**config.mk**
```make
export PLATFORM = sky130hd
export DESIGN_NAME = cdu_adc_sequencer
export DESIGN_NICKNAME = d
export VERILOG_FILES = /design/src/rtl/cdu_adc_sequencer.sv
export SDC_FILE = /design/constraint.sdc
export NUM_CORES = 1
export LEC_CHECK = 0
export CAP_MARGIN = 5
export CELL_PAD_IN_SITES_DETAIL_PLACEMENT = 0
export CELL_PAD_IN_SITES_GLOBAL_PLACEMENT = 1
export CORE_MARGIN = 2
export CORE_UTILIZATION = 25
export DETAILED_ROUTE_END_ITERATION = 8
export MAX_ROUTING_LAYER = met4
export PLACE_DENSITY = 0.44
export SKIP_CTS_REPAIR_TIMING = 1
export SKIP_LAST_GASP = 1
export SLEW_MARGIN = 20
export SYNTH_ARGS = -nofsm -noshare
export SYNTH_HDL_FRONTEND = slang
export SYNTH_SLANG_ARGS = --single-unit
```
**constraint.sdc**
```tcl
create_clock -name clk -period 2.7 [get_ports clk]
set_clock_uncertainty 0.2 [all_clocks]
set_input_delay 0.54 -clock clk [delete_from_list [all_inputs] [get_ports clk]]
set_output_delay 0.54 -clock clk [all_outputs]
set_load 0.03 [all_outputs]
```
**src/rtl/cdu_adc_sequencer.sv**
```systemverilog
// ============================================================================
// cdu_adc_sequencer
// ----------------------------------------------------------------------------
// Steps a small programmable table of ADC1..ADC12 mode words out to NCH
// coupling-data-unit channels (gimbal axes). Each program entry holds a
// 12-bit mode word, a per-channel enable mask, a dwell length in tick strobes
// and a "last" flag. Between two steps the outputs are forced to zero for one
// clock so that no channel ever sees two mode words overlap.
//
// Timing: the FSM state register follows the inputs on the edge that samples
// them; the output registers are derived from that state on the following
// edge, so a start sampled at edge n shows step 0 on adc/busy after edge n+1.
// abort and rst act on the output registers directly, so they zero the
// outputs on the very edge that samples them.
//
// Optional feature: define CDU_SEQ_LOOP_EN to add the `loop` input. With
// loop=1, a terminating step returns to step 0 (through the one-clock gap)
// instead of finishing with a done pulse.
//
// Parameters
//   NCH      number of CDU channels driven
//   NSTEP    program depth in steps (power of two, 2..64)
//   DWELL_W  dwell counter width in ticks
//
// Ports
//   clk         single clock, rising edge
//   rst         synchronous active-high reset (also clears the program table)
//   loop        (CDU_SEQ_LOOP_EN only) restart at step 0 instead of finishing
//   tick        one-clk dwell timebase strobe
//   start       begin the program at step 0 (ignored while busy)
//   abort       return to idle at once, outputs to zero, no done pulse
//   prog_we     program-entry write strobe (accepted only while idle)
//   prog_addr   entry being written
//   prog_mode   ADC1..ADC12 mode word, bit0 = ADC1
//   prog_mask   channels that receive this entry's mode word
//   prog_dwell  entry length in ticks (0 behaves as 1)
//   prog_last   entry terminates the program
//   adc         per-channel mode lines, channel c at [12c+11:12c]
//   busy        sequencer is running a program
//   step        active step (RUN), next step (GAP), 0 when idle
//   done        one-clock completion pulse
//   prog_err    one-clock pulse for a write attempted while busy
// ============================================================================
module cdu_adc_sequencer #(
    parameter  int NCH     = 3,
    parameter  int NSTEP   = 8,
    parameter  int DWELL_W = 24,
    localparam int AW      = $clog2(NSTEP)
) (
    input  logic                 clk,
    input  logic                 rst,
`ifdef CDU_SEQ_LOOP_EN
    input  logic                 loop,
`endif
    input  logic                 tick,
    input  logic                 start,
    input  logic                 abort,
    input  logic                 prog_we,
    input  logic [AW-1:0]        prog_addr,
    input  logic [11:0]          prog_mode,
    input  logic [NCH-1:0]       prog_mask,
    input  logic [DWELL_W-1:0]   prog_dwell,
    input  logic                 prog_last,
    output logic [12*NCH-1:0]    adc,
    output logic                 busy,
    output logic [AW-1:0]        step,
    output logic                 done,
    output logic                 prog_err
);

    typedef enum logic [1:0] {
        S_IDLE,
        S_RUN,
        S_GAP,
        S_DONE
    } state_t;

    // ------------------------------------------------------------------
    // Program table
    // ------------------------------------------------------------------
    logic [11:0]        mode_mem  [NSTEP];
    logic [NCH-1:0]     mask_mem  [NSTEP];
    logic [DWELL_W-1:0] dwell_mem [NSTEP];
    logic               last_mem  [NSTEP];

    // ------------------------------------------------------------------
    // Sequencer state and output registers
    // ------------------------------------------------------------------
    state_t             state_q;
    logic [AW-1:0]      step_q;      // step being run, or next step in GAP
    logic [DWELL_W-1:0] cnt_q;       // ticks remaining in the active step
    logic [12*NCH-1:0]  adc_q;
    logic               busy_q;
    logic [AW-1:0]      step_out_q;
    logic               done_q;
    logic               prog_err_q;

    // Next values of the output registers, derived from the current state.
    logic [12*NCH-1:0]  adc_d;
    logic               busy_d;
    logic [AW-1:0]      step_out_d;
    logic               done_d;

    // Helpers for the FSM.
    logic [DWELL_W-1:0] start_dwell;
    logic [DWELL_W-1:0] next_dwell;
    logic               step_terminal;
    logic               loop_en;
    logic [AW-1:0]      step_inc;

    // A programmed dwell of zero still has to last one tick.
    function automatic logic [DWELL_W-1:0] eff_dwell(input logic [DWELL_W-1:0] d);
        return (d == '0) ? DWELL_W'(1) : d;
    endfunction

`ifdef CDU_SEQ_LOOP_EN
    assign loop_en = loop;
`else
    assign loop_en = 1'b0;
`endif

    assign start_dwell   = eff_dwell(dwell_mem[0]);
    assign next_dwell    = eff_dwell(dwell_mem[step_q]);
    assign step_terminal = last_mem[step_q] || (step_q == AW'(NSTEP - 1));
    assign step_inc      = step_q + AW'(1);

    // NOTE: every signal driven here gets a default before any branch, so no
    // path leaves one unassigned and no latch is inferred.
    always_comb begin
        adc_d      = '0;
        busy_d     = (state_q != S_IDLE);
        step_out_d = (state_q == S_IDLE) ? '0 : step_q;
        done_d     = (state_q == S_DONE);
        if (state_q == S_RUN) begin
            for (int c = 0; c < NCH; c++) begin
                adc_d[12*c +: 12] = mask_mem[step_q][c] ? mode_mem[step_q] : 12'h000;
            end
        end
    end

    // ------------------------------------------------------------------
    // Program table writes. Only accepted while idle so a running program
    // never changes underneath the sequencer.
    // ------------------------------------------------------------------
    // NOTE: the table is reset explicitly because a cleared program is part
    // of the block's defined behaviour; this keeps it in flops rather than a
    // RAM macro, which is fine at this depth.
    always_ff @(posedge clk) begin
        if (rst) begin
            for (int i = 0; i < NSTEP; i++) begin
                mode_mem[i]  <= '0;
                mask_mem[i]  <= '0;
                dwell_mem[i] <= '0;
                last_mem[i]  <= 1'b0;
            end
        end else if (prog_we && (state_q == S_IDLE)) begin
            mode_mem[prog_addr]  <= prog_mode;
            mask_mem[prog_addr]  <= prog_mask;
            dwell_mem[prog_addr] <= prog_dwell;
            last_mem[prog_addr]  <= prog_last;
        end
    end

    // ------------------------------------------------------------------
    // Sequencer FSM with registered outputs
    // ------------------------------------------------------------------
    // NOTE: state is updated with non-blocking assignments so every register
    // in this block sees the pre-edge values, independent of statement order.
    always_ff @(posedge clk) begin
        if (rst) begin
            state_q    <= S_IDLE;
            step_q     <= '0;
            cnt_q      <= '0;
            adc_q      <= '0;
            busy_q     <= 1'b0;
            step_out_q <= '0;
            done_q     <= 1'b0;
            prog_err_q <= 1'b0;
        end else begin
            prog_err_q <= prog_we && (state_q != S_IDLE);

            if (abort) begin
                // Abort wins over start and suppresses any pending done pulse.
                state_q    <= S_IDLE;
                step_q     <= '0;
                cnt_q      <= '0;
                adc_q      <= '0;
                busy_q     <= 1'b0;
                step_out_q <= '0;
                done_q     <= 1'b0;
            end else begin
                adc_q      <= adc_d;
                busy_q     <= busy_d;
                step_out_q <= step_out_d;
                done_q     <= done_d;

                unique case (state_q)
                    S_IDLE: begin
                        if (start) begin
                            state_q <= S_RUN;
                            step_q  <= '0;
                            cnt_q   <= start_dwell;
                        end
                    end

                    S_RUN: begin
                        // Only tick strobes consume dwell.
                        if (tick) begin
                            if (cnt_q <= DWELL_W'(1)) begin
                                cnt_q <= '0;
                                if (step_terminal) begin
                                    if (loop_en) begin
                                        state_q <= S_GAP;
                                        step_q  <= '0;
                                    end else begin
                                        state_q <= S_DONE;
                                    end
                                end else begin
                                    state_q <= S_GAP;
                                    step_q  <= step_inc;
                                end
                            end else begin
                                cnt_q <= cnt_q - DWELL_W'(1);
                            end
                        end
                    end

                    S_GAP: begin
                        // One dead clock between steps; ticks are not counted.
                        state_q <= S_RUN;
                        cnt_q   <= next_dwell;
                    end

                    S_DONE: begin
                        state_q <= S_IDLE;
                        step_q  <= '0;
                    end

                    default: begin
                        state_q <= S_IDLE;
                        step_q  <= '0;
                        cnt_q   <= '0;
                    end
                endcase
            end
        end
    end

    assign adc      = adc_q;
    assign busy     = busy_q;
    assign step     = step_out_q;
    assign done     = done_q;
    assign prog_err = prog_err_q;

endmodule
```
=== Word level (Yosys, flattened, before mapping) ===
Memory sizes are Yosys's and may differ from the RTL's. A register that Yosys moved wholly into a read port is not among the register bits.
Index checks and enable logic that the tools add are counted.

* Bitwise gates (word level): 4
* Divide/modulo/power cells: 0
* Multiplexer cells: 41
* Multipliers: 0
* $add $sub $neg: 2
* Shift-type cells: 0
* Reduce and logical (&&, ||, !) cells: 21
* Equality and inequality tests: 8
* $lt $le $gt $ge: 1

{| class="wikitable"
|+ Operators by type and width
! operator !! number
|-
| 2-to-1 mux 24 bit || 6
|-
| case mux 24 bit (3 select lines) || 1
|-
| 2-to-1 mux 3 bit || 17
|-
| logical NOT 24 bit || 2
|-
| less-or-equal comparator 24 x 1 -> 1 bit, second input constant || 1
|-
| OR reduction 24 bit || 1
|-
| subtractor 24 x 1 -> 24 bit, second input constant || 1
|-
| 2-to-1 mux 12 bit || 1
|-
| OR reduction 12 bit || 1
|-
| OR reduction 4 bit || 3
|-
| 2-to-1 mux 1 bit || 11
|-
| case mux 3 bit (3 select lines) || 1
|-
| case mux 2 bit (4 select lines) || 1
|-
| 2-to-1 mux 2 bit || 3
|-
| != test 2 bit, second input constant || 3
|-
| AND reduction 3 bit || 2
|-
| nonzero test 3 bit || 2
|-
| OR reduction 3 bit || 2
|-
| AND reduction 5 bit || 1
|-
| == test 2 bit, second input constant || 2
|-
| inverter 1 bit || 4
|-
| adder 3 x 1 -> 3 bit, second input constant || 1
|-
| == test 3 bit, second input constant || 1
|-
| == test 2 x 1 -> 1 bit, second input constant || 1
|-
| other kinds (7) || 8
|}

* Bits in writable memories: 320
* Memories kept: 4
* Word-level logic and storage cells: 91
* Bits in latches: 0
* Output and inout bits: 42
* Input port bits: 49
* Memory bits (read-only): 0
* Bits in registers: 71

{| class="wikitable"
|+ Memory list
! name !! depth !! width !! rd ports !! clocked after memory_dff !! write ports !! RTL line !! source
|-
| dwell_mem || 8 || 24 || 2 || 1 || 8 || 83 || <nowiki>logic [DWELL_W-1:0] dwell_mem [NSTEP];</nowiki>
|-
| mode_mem || 8 || 12 || 1 || 1 || 8 || 81 || <nowiki>logic [11:0] mode_mem [NSTEP];</nowiki>
|-
| mask_mem || 8 || 3 || 1 || 1 || 8 || 82 || <nowiki>logic [NCH-1:0] mask_mem [NSTEP];</nowiki>
|-
| last_mem || 8 || 1 || 1 || 1 || 8 || 84 || <nowiki>logic last_mem [NSTEP];</nowiki>
|}

=== Depth between registers and ports, before layout ===
Gate-level depths: netlist of the first run.

* Depth in word-level cells: 8
* Depth in mapped cells: 10

=== Least setup slack after synthesis of the first run ===
No wires, ideal clock.

* Path kind: reg2reg
* Start: register (tool-made name)
* End: register cnt_q[0]
* Arrival time: 2411 ps
* Period minus slack after synthesis: 2684 ps
* Setup time: 73 ps
* Stages on the path, launching flop included: 9
* Setup slack: 16 ps
* Cells stage by stage: dfxtp_1 > buf_6 > buf_1 > mux4_2 > mux2_2 > nor4_1 > nand4_1 > o21a_1 > nor3_2

{| class="wikitable"
|+ RTL lines
! item !! RTL line !! source
|-
| to (signal assigned) || 202 || <nowiki>cnt_q <= start_dwell;</nowiki>
|-
| to (signal assigned) || 223 || <nowiki>cnt_q <= cnt_q - DWELL_W'(1);</nowiki>
|-
| to (signal assigned) || 231 || <nowiki>cnt_q <= next_dwell;</nowiki>
|-
| to (decl) || 91 || <nowiki>logic [DWELL_W-1:0] cnt_q;</nowiki>
|}

==> run summary, run 1 <==
Startpoint Class: flop
Hold WS: 0.303 ns
Max-Cap Viols: 0
Reg-to-reg endpoint: cnt_q[0]
CTS tree: built
Fin worst setup slack: -0.118 ns
Final Core Density: 32.0%
Final min period: 2.82 ns
Setup TNS: -0.118 ns
Hold Startpoint: step_q[2]
DIE HEIGHT: 269 um
WP data arrival: 3.12 ns
CP Max Fanout: 5
Power density cells: 669 nW/um^2
Max Clock Freq: 355 MHz
CTS root buf: clkbuf_16
H-tree Lvls: 2
I/O pin cnt: 91
Clock Pin Slew Worst Setup and Hold Paths: 0.06 ns
Async S/R FF share, synth: 0%
CTS sink cnt: 394
Mapped Avg Cell Area: 14.2 sq um
Worst setup EP type: flop
Register area share after synthesis: 63.2%
Post-DP HPWL: 35400 um
Status: complete, but fails checks
FF-to-FF path depth: 8
Layout cells sized above 1: 22.4%
Final setup violation count: 1
Synth warn: 0
Fin. Hold Viols: 0
Standard-cell rows: 97
DRT antenna net count: 0
CTS buffer count: 48
Tot GR Track Use: 16.2%
Netlist Area Pre-Place: 17500 sq um
Violation count after the first detailed-route iteration: 694
Mapped Nets: 1288
Flop2flop setup slack: -0.12 ns
Initial antenna violation count: 1
Non-Filler Instances: 2398
Final period util: 104%
Vias in the first global route: 11428
Via-to-Cell Ratio: 4.47
Largest net degree at the start of global routing: 41
I/O Buffers: 90
Placer congestion estimate: 0.781
ANT cells: 0
Wirelength, routed: 56200 um
Critical path's largest stage delay: 0.50 ns
Area of the multi-input gates: 6170 sq um
Fin nets: 1476
Filler cells: 6893
Via Count: 10722
Gate Count Post-Synth: 1231
Hold Crit Depth: 2
RSZ-0062 raised after global routing: yes
Slowest cell on the critical path: mux4_2
Critical Path RT: 3.00 ns
Die area: 72300 sq um
VDD IR max: 0.000421 V
Mean routed wirelength per cell: 23.4 um
Failing checks: setup timing
DRT Pass-1 Iters: 5
Most used DFF post-synth: edfxtp_1
Hold Path Class: flop to flop
FF+latch area: 11100 sq um
Placed cells: 2307
Area Growth Syn to Fin: 27.4%
Fin. max-slew vios: 0
Starting Density: 25.1%
Die width: 269 um
Synth Register Bits: 394
Max clock buf depth: 3
Worst Tran Pin Value: 0.588 ns
Post-synth cell types: 54
EDFF count, synth: 320
Leakage: 8.01 nW
CORE AREA: 69800 sq um
Crit-path cells: buf_12 -> mux4_2 -> mux2_2 -> nor4_4 -> buf_4 -> or4b_4 -> o21a_1 -> nor3_2
Worst-Skew Late Latency: 0.59 ns
Slew HR: 60.8%
First-pass GRT wire length: 81600 um
Drt drc: 0
WS Path Type: flop to flop
Gr ovfl total: 0
## area by class of cell
class	count	area share, %
inverter	10	0.185
clock inverter	33	1.72
multi-input combinational	748	27.6
timing repair buffer	217	9.97
sequential	394	49.7
tap	940	5.27
clock buffer	56	5.51
## cell usage after synthesis, types with 6 or more instances
master	count	share of area, %
ha_1	8	0.57
buf_1	6	0.13
and2_1	324	12
dfxtp_1	74	8.4
or3_1	8	0.29
nand4_1	6	0.21
xnor2_1	8	0.40
nor2_1	73	1.6
o21ai_0	15	0.43
nor4_1	23	0.82
edfxtp_1	320	55
mux4_2	77	9.9
a221oi_1	11	0.55
clkbuf_1	57	1.2
nor3_1	24	0.68
buf_2	12	0.34
mux2_2	18	1.2
or2_2	9	0.32
nand2_1	28	0.60
mux2i_1	23	1.3
nand3_1	9	0.26
o211ai_1	7	0.30
a21oi_1	15	0.43
inv_1	8	0.17
xor2_1	9	0.45
## metal layers
| layer | global-route usage [%] | share of wire [%] | up-vias |
|---|---|---|---|
| met3 | 2.48 | 4.1 | 64 |
| li1 | - | - | 4922 |
| met5 | - | 0 | - |
| met4 | 3.62 | 1.7 | 0 |
| met2 | 24.3 | 45 | 214 |
| met1 | 23.2 | 49 | 5522 |
## sequential cells by signal, summed over array words and instances, names as in the netlist, named ones only
register	count
cnt_q	24
step	3
mode_mem	96
prog_err	1
busy	1
adc	36
done	1
mask_mem	24
last_mem	8
state_q	2
dwell_mem	192
step_q	3
## cell usage in the layout, fill, tap and decap left out, types with 9 or more instances in the layout
| cell | count |
|---|---|
| a221oi_1 | 11 |
| a21oi_1 | 15 |
| edfxtp_1 | 320 |
| nor4_1 | 19 |
| and2_1 | 324 |
| mux2i_1 | 23 |
| buf_12 | 28 |
| xor2_1 | 9 |
| nand2_1 | 28 |
| clkinv_1 | 10 |
| nor3_1 | 22 |
| or2_2 | 9 |
| dfxtp_1 | 71 |
| mux2_2 | 17 |
| clkdlybuf4s50_1 | 90 |
| mux4_2 | 77 |
| clkbuf_16 | 48 |
| buf_4 | 95 |
| nor2_1 | 67 |
| nand3_1 | 9 |
| o21ai_0 | 14 |
## where the power goes
part	internal, mW	leakage, nW	switching, mW
logic	0.578	3.32	0.787
registers	6.80	3.92	0.0992
clock network	4.03	0.772	2.66
total	11.4	8.01	3.54
## per-stage QoR
step | area (sq um) | setup WS (ns) | power, mW
after detailed placement | 20600 | -0.408 | 8.39
final | 22300 | -0.118 | 14.9
after CTS | 22200 | -0.441 | 15.2
after floorplan | 17500 | 0.0162 | 7.65
after global placement | 20600 | -0.511 | 8.39
after global routing | 22300 | -0.147 | 15.5
## logic make-up after synthesis
kind of cell,count (synthesis),synth area share (%)
AND/OR/NAND/NOR,526,17.4
XOR/XNOR,17,0.849
flip-flops,394,63.2
multiplexers,121,12.8
buffers and inverters,89,2.16
AO/OA/AOI/OAI,76,3.00
adder cells (fa/ha/maj),8,0.571
## how the worst max path moves through the flow
| stage | start | endpoint | cells after the start |
|---|---|---|---|
| after floorplan | flop | cnt_q[0] | 8 |
| after CTS | flop | cnt_q[0] | 8 |
| after global routing | flop | cnt_q[0] | 8 |
| after detailed placement | flop | cnt_q[0] | 8 |
| final | flop | cnt_q[0] | 8 |
| after global placement | flop | cnt_q[0] | 7 |
## worst max-delay path: cells and delay by family (launching register included)
| family | cells | cell delay, ns |
|---|---|---|
| AO/OA/AOI/OAI | 1 | 0.19 |
| buffers and inverters | 2 | 0.29 |
| flip-flops | 1 | 0.37 |
| multiplexers | 2 | 0.81 |
| AND/OR/NAND/NOR | 3 | 0.88 |
Note: power is estimated with default switching activity, not from simulation.
==> inputs of run 2 (changes only) <==
--- a/config.mk
+++ b/config.mk
@@ -8,6 +8,7 @@
 export CAP_MARGIN = 5
 export CELL_PAD_IN_SITES_DETAIL_PLACEMENT = 0
 export CELL_PAD_IN_SITES_GLOBAL_PLACEMENT = 1
+export CORE_ASPECT_RATIO = 1.2
 export CORE_MARGIN = 2
 export CORE_UTILIZATION = 25
 export DETAILED_ROUTE_END_ITERATION = 8
@@ -15,7 +16,7 @@
 export PLACE_DENSITY = 0.44
 export SKIP_CTS_REPAIR_TIMING = 1
 export SKIP_LAST_GASP = 1
-export SLEW_MARGIN = 20
+export SLEW_MARGIN = 10
 export SYNTH_ARGS = -nofsm -noshare
 export SYNTH_HDL_FRONTEND = slang
 export SYNTH_SLANG_ARGS = --single-unit
==> run summary, run 2 (synthesis gave the netlist of run 1 again) <==
Most frequent cells in the layout: and2_1 (324), edfxtp_1 (320), buf_4 (117), clkdlybuf4s50_1 (90), mux4_2 (77) (was and2_1 (324), edfxtp_1 (320), buf_4 (95), clkdlybuf4s50_1 (90), mux4_2 (77))
Fin. Hold Viols: 0 (unchanged)
Via-to-Cell Ratio: 4.47 (about the same)
Max Clock Freq: 366 MHz (was 355 MHz)
Critical Path RT: 3.01 ns (was 3.00 ns)
Hold Startpoint: step_q[1] (was step_q[2])
CORE AREA: 69500 sq um (was 69800 sq um)
Gr ovfl total: 0 (unchanged)
DIE HEIGHT: 294 um (was 269 um)
Max-Cap Viols: 0 (unchanged)
Failing checks: setup timing (unchanged)
Worst Tran Pin Value: 0.628 ns (was 0.588 ns)
CP Max Fanout: 5 (unchanged)
DRT antenna net count: 0 (unchanged)
Drt drc: 0 (unchanged)
Standard-cell rows: 106 (was 97)
Commonest non-fill, non-tap cell in the layout: and2_1 (unchanged)
Starting Density: 25.2% (was 25.1%)
Hold Path Class: flop to flop (unchanged)
Worst-Skew Late Latency: 0.58 ns (was 0.59 ns)
Worst Hold Path EP: step[1]
DP Area: 20800 sq um (was 20600 sq um)
CTS sink cnt: 394 (unchanged)
CTS root buf: clkbuf_16 (unchanged)
Power density cells: 643 nW/um^2 (was 669 nW/um^2)
Flop2flop setup slack: -0.03 ns (was -0.12 ns)
Critical path's largest stage delay: 0.49 ns (was 0.50 ns)
Wirelength, routed: 55300 um (was 56200 um)
Filler cells: 6985 (was 6893)
Fin nets: 1502 (was 1476)
Crit-path cells: buf_12 -> buf_6 -> mux4_2 -> mux2_4 -> nor4_4 -> buf_4 -> or4b_4 -> o21a_1 -> nor3_2 (was buf_12 -> mux4_2 -> mux2_2 -> nor4_4 -> buf_4 -> or4b_4 -> o21a_1 -> nor3_2)
Post-DP HPWL: 36600 um (was 35400 um)
Post-Place Worst Slack: -0.117 ns (was -0.408 ns)
Hold Crit Depth: 1 (was 2)
Tot GR Track Use: 16.1% (was 16.2%)
FF+latch area: 11100 sq um (unchanged)
I/O pin cnt: 91 (unchanged)
Area of the multi-input gates: 6170 sq um (about the same)
Status: complete, but fails checks (unchanged)
WS Path Type: flop to flop (unchanged)
Worst setup EP type: flop (unchanged)
Startpoint Class: flop (unchanged)
Placer congestion estimate: 0.813 (was 0.781)
Final setup violation count: 1 (unchanged)
Biggest register: dwell_mem (unchanged)
Final min period: 2.73 ns (was 2.82 ns)
VDD IR max: 0.000455 V (was 0.000421 V)
WP data arrival: 3.04 ns (was 3.12 ns)
CTS tree: built (unchanged)
Max clock buf depth: 3 (unchanged)
Slew HR: 58.1% (was 60.8%)
Initial antenna violation count: 5 (was 1)
Clock Pin Slew Worst Setup and Hold Paths: 0.06 ns (about the same)
Hold WS: 0.302 ns (was 0.303 ns)
CTS buffer count: 47 (was 48)
DRT Pass-1 Iters: 4 (was 5)
I/O Buffers: 90 (unchanged)
Via Count: 10749 (was 10722)
Die width: 246 um (was 269 um)
Fin. max-slew vios: 0 (unchanged)
Reg-to-reg endpoint: cnt_q[0] (unchanged)
FF-to-FF path depth: 9 (was 8)
H-tree Lvls: 2 (unchanged)
Largest net degree at the start of global routing: 32 (was 41)
RSZ-0062 raised after global routing: yes (unchanged)
Post-Layout Inst Area: 22400 sq um (was 22300 sq um)
Vias in the first global route: 11950 (was 11428)
Fin worst setup slack: -0.0338 ns (was -0.118 ns)
Die area: 72300 sq um (about the same)
Setup TNS: -0.0338 ns (was -0.118 ns)
Layout cells sized above 1: 22.7% (was 22.4%)
Area Growth Syn to Fin: 27.8% (was 27.4%)
Number of flip-flops under the largest register name: 192 (unchanged)
Mean routed wirelength per cell: 23.0 um (was 23.4 um)
First-pass GRT wire length: 82400 um (was 81600 um)
Leakage: 8.10 nW (was 8.01 nW)
Violation count after the first detailed-route iteration: 652 (was 694)
Final period util: 101% (was 104%)
Slowest cell on the critical path: mux4_2 (unchanged)
-- run 2: cell type report --
class / instances / area share [%]
timing repair buffer: 244 / 11.1
sequential: 394 / 49.5
multi-input combinational: 748 / 27.5
clock buffer: 59 / 5.64
clock inverter: 26 / 0.843
tap: 918 / 5.12
inverter: 10 / 0.167
antenna: 4 / 0.0447
-- run 2: routing by layer --
metal	vias up	part of all wire (%)	GRT usage (%)
li1	4987	-	-
met1	5472	43	19.4
met2	213	51	27.9
met3	77	4.1	2.75
met4	0	2.2	3.90
met5	-	0	-
-- run 2: per-stage QoR --
| stage | utilization (%) | total power [mW] | std cells |
|---|---|---|---|
| detailed placement | 29.9 | 8.41 | 2304 |
| floorplan | - | 7.65 | 1231 |
| global route | 32.3 | 15.0 | 2403 |
| finish | 32.3 | 14.4 | 2403 |
| CTS | 32.0 | 14.6 | 2389 |
| global placement | 29.9 | 8.41 | 2304 |
-- run 2: how the worst max path moves through the flow --
stage / start / slack [ns] / depth (start not counted) / endpoint
detailed placement: flop / -0.12 / 7 / cnt_q[0]
floorplan: flop / 0.02 / 8 / cnt_q[0]
global placement: flop / -0.15 / 7 / cnt_q[0]
finish: flop / -0.03 / 9 / cnt_q[0]
global route: flop / -0.11 / 8 / cnt_q[0]
CTS: flop / -0.16 / 7 / cnt_q[0]
-- run 2: worst max-delay path, delay by kind of cell (launching register included) --
family / cells / cell delay, ns
AO/OA/AOI/OAI: 1 / 0.19
multiplexers: 2 / 0.80
flip-flops: 1 / 0.36
buffers and inverters: 3 / 0.37
AND/OR/NAND/NOR: 3 / 0.75
-- run 2: where the power goes --
group	total [mW]	internal (mW)	leakage (nW)	switching (mW)
registers	6.89	6.80	3.92	0.0957
clock network	6.14	3.57	0.701	2.57
logic	1.38	0.606	3.48	0.774
total	14.4	11.0	8.10	3.44
